## src/rtl/accel_pkg.sv

```systemverilog
// Shared types and constants for the accelerometer averaging path.
// Also imported by the downstream LED thermometer stage.
package accel_pkg;

    localparam int ACCEL_W            = 16;
    localparam int DEFAULT_LOG2_DEPTH = 3;

    typedef enum logic {
        FILL = 1'b0,
        RUN  = 1'b1
    } avg_state_t;

    typedef logic signed [ACCEL_W-1:0] accel_t;

endpackage

```

## src/rtl/accel_sample_ring.sv

```systemverilog
// Register-based ring of the last 2^LOG2_DEPTH samples with synchronous clear.
// The entry about to be overwritten (the oldest) is presented combinationally.
module accel_sample_ring
    import accel_pkg::*;
#(
    parameter int LOG2_DEPTH = DEFAULT_LOG2_DEPTH
) (
    input  logic                        clk,
    input  logic                        rst,
    input  logic                        i_wr_en,
    input  logic signed [ACCEL_W-1:0]   i_wr_data,
    output logic signed [ACCEL_W-1:0]   o_oldest,
    output logic [LOG2_DEPTH-1:0]       o_wr_ptr
);

    localparam int DEPTH = 1 << LOG2_DEPTH;

    accel_t                r_buf [DEPTH];
    logic [LOG2_DEPTH-1:0] r_wr_ptr;

    // Power-of-two depth lets the pointer wrap by natural overflow.
    always_ff @(posedge clk) begin
        if (rst) begin
            for (int i = 0; i < DEPTH; i++) begin
                r_buf[i] <= '0;
            end
            r_wr_ptr <= '0;
        end else if (i_wr_en) begin
            r_buf[r_wr_ptr] <= i_wr_data;
            r_wr_ptr        <= r_wr_ptr + LOG2_DEPTH'(1);
        end
    end

    assign o_oldest = r_buf[r_wr_ptr];
    assign o_wr_ptr = r_wr_ptr;

endmodule

```

## src/rtl/accel_averager.sv

```systemverilog
// Boxcar averager over the last 2^LOG2_DEPTH accelerometer samples.
// Define ACCEL_DEADBAND_EN to snap means with |mean| < DEADBAND to zero.
module accel_averager
    import accel_pkg::*;
#(
    parameter int LOG2_DEPTH = DEFAULT_LOG2_DEPTH,
    parameter int DEADBAND   = 512
) (
    input  logic                        clk,
    input  logic                        rst,
    input  logic                        in_valid,
    input  logic signed [ACCEL_W-1:0]   in_sample,
    output logic signed [ACCEL_W-1:0]   accel,
    output logic                        out_valid,
    output logic                        primed
);

    localparam int                    DEPTH    = 1 << LOG2_DEPTH;
    localparam int                    SUM_W    = ACCEL_W + LOG2_DEPTH;
    localparam logic [LOG2_DEPTH-1:0] LAST_PTR = LOG2_DEPTH'(DEPTH - 1);

`ifdef ACCEL_DEADBAND_EN
    localparam bit DEADBAND_ON = 1'b1;
`else
    localparam bit DEADBAND_ON = 1'b0;
`endif

    avg_state_t              r_state;
    logic signed [SUM_W-1:0] r_sum;

    accel_t                  w_oldest;
    logic [LOG2_DEPTH-1:0]   w_wr_ptr;
    logic signed [SUM_W-1:0] w_sample_ext;
    logic signed [SUM_W-1:0] w_oldest_ext;
    logic signed [SUM_W-1:0] w_sum_next;
    accel_t                  w_mean;
    logic                    w_in_deadband;
    accel_t                  w_accel_next;

    accel_sample_ring #(
        .LOG2_DEPTH (LOG2_DEPTH)
    ) u_ring (
        .clk       (clk),
        .rst       (rst),
        .i_wr_en   (in_valid),
        .i_wr_data (in_sample),
        .o_oldest  (w_oldest),
        .o_wr_ptr  (w_wr_ptr)
    );

    assign w_sample_ext = {{LOG2_DEPTH{in_sample[ACCEL_W-1]}}, in_sample};
    assign w_oldest_ext = {{LOG2_DEPTH{w_oldest[ACCEL_W-1]}}, w_oldest};
    assign w_sum_next   = r_sum + w_sample_ext - w_oldest_ext;

    // Taking the top ACCEL_W bits is the arithmetic shift (floor division).
    assign w_mean = w_sum_next[LOG2_DEPTH +: ACCEL_W];

    assign w_in_deadband = (int'(w_mean) > -DEADBAND) && (int'(w_mean) < DEADBAND);
    assign w_accel_next  = (DEADBAND_ON && w_in_deadband) ? '0 : w_mean;

    // FILL ends on the accepted sample that wraps the ring pointer for the first time.
    always_ff @(posedge clk) begin
        if (rst) begin
            r_state   <= FILL;
            r_sum     <= '0;
            accel     <= '0;
            out_valid <= 1'b0;
            primed    <= 1'b0;
        end else begin
            out_valid <= in_valid;
            if (in_valid) begin
                r_sum <= w_sum_next;
                accel <= w_accel_next;
                case (r_state)
                    FILL: begin
                        if (w_wr_ptr == LAST_PTR) begin
                            r_state <= RUN;
                            primed  <= 1'b1;
                        end
                    end
                    RUN: begin
                        r_state <= RUN;
                    end
                    default: begin
                        r_state <= FILL;
                    end
                endcase
            end
        end
    end

endmodule

```

## config.mk

```make
export PLATFORM = sky130hd
export DESIGN_NAME = accel_averager
export DESIGN_NICKNAME = d
export VERILOG_FILES = /design/src/rtl/accel_pkg.sv /design/src/rtl/accel_sample_ring.sv /design/src/rtl/accel_averager.sv
export SDC_FILE = /design/constraint.sdc
export NUM_CORES = 1
export LEC_CHECK = 0
export BUFFER_PORTS_ARGS = -buffer_cell sky130_fd_sc_hd__buf_4
export CORE_UTILIZATION = 65
export CTS_BUF_LIST = sky130_fd_sc_hd__clkbuf_8
export DETAILED_ROUTE_END_ITERATION = 10
export PLACE_DENSITY_LB_ADDON = 0.1
export SKIP_CTS_REPAIR_TIMING = 1
export SLEW_MARGIN = 20
export SYNTH_ARGS = -nofsm -noshare
export SYNTH_HDL_FRONTEND = slang
export SYNTH_HIERARCHICAL = 1
export SYNTH_SLANG_ARGS = --single-unit
```

## constraint.sdc

```tcl
create_clock -name clk -period 12.2 [get_ports clk]
set_clock_uncertainty 0.2 [all_clocks]
set_input_delay 1.22 -clock clk [delete_from_list [all_inputs] [get_ports clk]]
set_output_delay 1.22 -clock clk [all_outputs]
set_load 0.01 [all_outputs]
```

### Word-level counts from Yosys, hierarchy flattened

Memory sizes are Yosys's and may differ from the RTL's. A register that Yosys moved wholly into a read port is not among the register bits.
Cells that the tools add are included.

* bits in registers: 41
* memory bits (writable): 128
* output and inout port bits: 18
* logic and storage cells: 26
* memories: 1

* $add $sub $neg: 3
* eq/ne operators: 1
* muxes and demuxes: 12
* bitwise operators: 1
* reduce and logical (&&, ||, !) cells: 2

Memory list
* u_ring.r_buf: depth 8, width 16, rd ports 1, clocked after memory_dff 1, write ports 8, line accel_sample_ring.sv:18 `accel_t r_buf [DEPTH];`

Operator list (count)
* adder 19 x 16 -> 19 bit: 1
* subtractor 19 x 16 -> 19 bit: 1
* 2-to-1 mux 16 bit: 1
* OR reduction 16 bit: 1
* 2-to-1 mux 3 bit: 3
* 2-to-1 mux 1 bit: 7
* adder 3 x 1 -> 3 bit, second input constant: 1
* == test 3 bit, second input constant: 1
* AND reduction 3 bit: 1
* one-hot mux 1 bit (2 select lines): 1
* NOT 1 bit: 1

### Depth between registers and ports, before layout

* depth in word-level cells: 5
* gate-level depth with buffers: 15
* gate-level depth less buffers: 13

### By module

Netlist, hierarchy kept.

Modules (own cells, without submodules)
* accel_sample_ring: instances 1, cells an instance 389, area an instance 6029.5 µm², seq. area each 3963.8 µm²
* accel_averager: instances 1, cells an instance 306, area an instance 2402.3 µm², seq. area each 440.4 µm²

### Least setup slack after synthesis

No wires, ideal clock.

* kind: reg-to-reg
* from: register (tool-made name)
* to: register accel[15]
* arrival: 3663 ps
* data required time: 11879 ps
* path slack: 8215 ps
* cell stages (with the launch flop): 15
* cell sequence: dfxtp_1 buf_6 buf_6 mux4_1 mux2_2 fa_1 inv_1 ha_1 a21oi_2 o21ai_2 a21oi_2 o211a_1 or4_1 o211a_1 mux2_4

RTL lines
* to (signal assigned): line accel_averager.sv:73 `accel <= w_accel_next;`
* to (decl): line accel_averager.sv:13 `output logic signed [ACCEL_W-1:0] accel,`

==> out/results.ini <==
[pwr]
power.density_nw_per_um2 = 182.1
leakage_nw = 3.538
peakVddDrop_uv = 81.99

[finish]
n_antenna_cell = 0
multi_input_area_um2 = 3367
finalNetCount = 760
fin_util_pct = 71.97
drive_gt1_share_pct = 14.69
seqCellArea_um2 = 4404
nFillCells = 906
syn2layout_area_growth_pct = 7.716
instances_no_fill = 887

[clock_tree]
clockBufferDepth = 2
cts_tree = built
path_clk_slew_ns = 0.08
cts_root_buffer = clkbuf_8
cts_made_buffers = 17
clk_latency_ns = 0.45
htree_levels = 4
clkSinkCount = 156

[route]
dr.pass1.iters = 5
antenna_left = 0
vias = 5554
drt-initial-drc-count = 550
wl_per_cell_um = 20.82
vias_per_cell = 6.262
wirelength_um = 18460
drc = 0

[sta]
slew-limit-headroom_pct = 28.77
fmax_ghz = 0.2211
final.setup.tns_ns = 0
slew_viol_final = 0
fin_ws_ns = 7.677
hold_viol_final = 0
finalSetupViolCount = 0
tightest_slew_ns = 1.066
rsz0062_at_grt = no
fin_crit_sh_pct = 37.07
min_period_ns = 4.523

[logic_synthesis]
yosys.area.top_type_share_pct = 45.59
synth.area.top_cells = edfxtp_1 46%, mux4_1 9.3%, nor3_1 7.8%
ys_types = 53
yosysTopAreaCell = edfxtp_1
syn_area_um2 = 8432
postSynthCellCount = 695
ys_ff_latch = 156
yosysSeqAreaShare_pct = 52.23
post_synth.cell_area_avg_um2 = 12.13
synth_edf_count = 128
synth_nets = 753
synth_ff_type = edfxtp_1
yosysWarnings = 6
synthArstFlopShare_pct = 0

[floorplanning]
die-area_um2 = 13430
coreArea_um2 = 12620
row_count = 41
pin_count = 37
die_y_um = 115.9
dieWidth_um = 115.9
initial_utilization_pct = 66.82

[global_routing]
grt_pass1_wl_um = 28770
grt_pass1_vias = 5323
grt_max_degree = 71
antenna_found_initial = 0
globalRouteOverflowTotal = 0
grt_use_total_pct = 29.88

[place]
io_buffers = 36
place_ws_ns = 7.743
dp.cells = 855
gp_congestion = 0.9130
hpwl_um = 12000

[critical_path]
cp-start-kind = register
crit_path_end_kind = register
path_max_fanout = 32
r2r_end = accel[15]$_SDFFE_PP0P_
crit_required_ns = 12.34
r2r_cells = 13
cp_data_arrival_time_ns = 4.66
reg2reg_slack_ns = 7.68
path_class = register to register

[hold_path]
holdPathEnd = r_state$_SDFFE_PP0P_
hp-class = register to register
hold_start = r_state$_SDFFE_PP0P_
holdPathStages = 2

[status]
status = finished clean

[job]
max-cap-violations = 0

[worst max-delay path, stage by stage, from the launching register on]
cell,delay (ns)
dfxtp_1,0.31
buf_4,0.45
mux4_1,0.63
mux2_2,0.32
fa_1,0.49
inv_1,0.07
fa_1,0.47
a21oi_2,0.22
o21ai_2,0.09
a21oi_2,0.26
o211a_1,0.28
or4_1,0.13
o211a_1,0.16
mux2_4,0.29
[power by group]
| group | internal, mW | switching (mW) | leakage, nW |
|---|---|---|---|
| combinational | 0.271 | 0.369 | 1.78 |
| clock | 0.179 | 0.182 | 0.204 |
| sequential | 0.624 | 0.0295 | 1.56 |
| total | 1.07 | 0.580 | 3.54 |
[cells in the mapped netlist, types with 16 or more instances]
cell type,n
a21oi_1,19
buf_4,16
clkbuf_1,32
clkinv_1,16
dfxtp_1,28
edfxtp_1,128
fa_1,18
ha_1,21
inv_1,73
mux2_2,16
mux4_1,30
nand2_1,20
nor2_1,25
nor3_1,132
[final cells by class]
cell class | count | share of cell area [%]
tap | 172 | 2.369
inverter | 89 | 3.678
clock buffer | 21 | 3.182
timing repair buffer | 52 | 4.298
clock inverter | 11 | 0.9092
sequential | 156 | 48.49
multi-input combinational | 386 | 37.07
[routing by layer]
metal / part of all wire [%] / track usage [%]
met3: 7.1 / 7.113
met2: 49 / 46.67
met4: 2.5 / 13.50
met5: 0 / 0
met1: 42 / 40.18
[registers in the layout (all words and copies together), names as in the netlist, named ones only]
signal and cells:
accel 16, primed 1, r_sum 3, out_valid 1
r_state 1, u_ring/r_buf 128, u_ring/o_wr_ptr 3
[metrics by stage]
stage / hold slack [ns] / cell area, µm² / power (mW)
6_report: 0.2596 / 9082 / 1.653
5_1_grt: 0.2832 / 9082 / 1.769
4_1_cts: 0.2621 / 9079 / 1.658
3_5_place_dp: 0.2503 / 8707 / 1.298
3_3_place_gp: 0.2351 / 8707 / 1.285
2_1_floorplan: 0.2259 / 8432 / 1.165
[cell usage in the layout (no fill, tap or decap), types with 5 or more instances in the layout]
cell type,n
o21bai_1,10
nand3b_1,5
inv_1,78
mux2_2,16
nand3_1,7
fa_1,18
nand2_1,19
clkinv_1,16
nor3_1,132
dfxtp_1,28
ha_1,21
nor2_1,25
a21o_1,6
clkbuf_8,21
buf_4,52
xor2_1,6
mux4_1,30
edfxtp_1,128
a21oi_1,19
mux2i_1,10
[kinds of logic (layout without fill, tap and decap cells)]
logic type	count (synthesis)	count (layout)	share of synthesized area, %
AOI/OAI and AO/OA	64	64	5.238
xor gates and xnor gates	10	10	1.039
adders and majority gates	39	39	7.390
buffers and inverters	153	173	7.939
DFF	156	156	52.23
muxes	59	59	13.38
and+or+nand+nor	214	214	12.78
[worst max path at each step]
stage	to	slack [ns]	cells past startpoint
after floorplan	accel[15]$_SDFFE_PP0P_	8.22	14
after global placement	accel[15]$_SDFFE_PP0P_	7.81	13
after detailed placement	accel[15]$_SDFFE_PP0P_	7.74	13
after CTS	accel[15]$_SDFFE_PP0P_	7.71	13
after global routing	accel[9]$_SDFFE_PP0P_	7.49	13
final	accel[15]$_SDFFE_PP0P_	7.68	13
No activity file was read; power rests on OpenSTA's default activity.
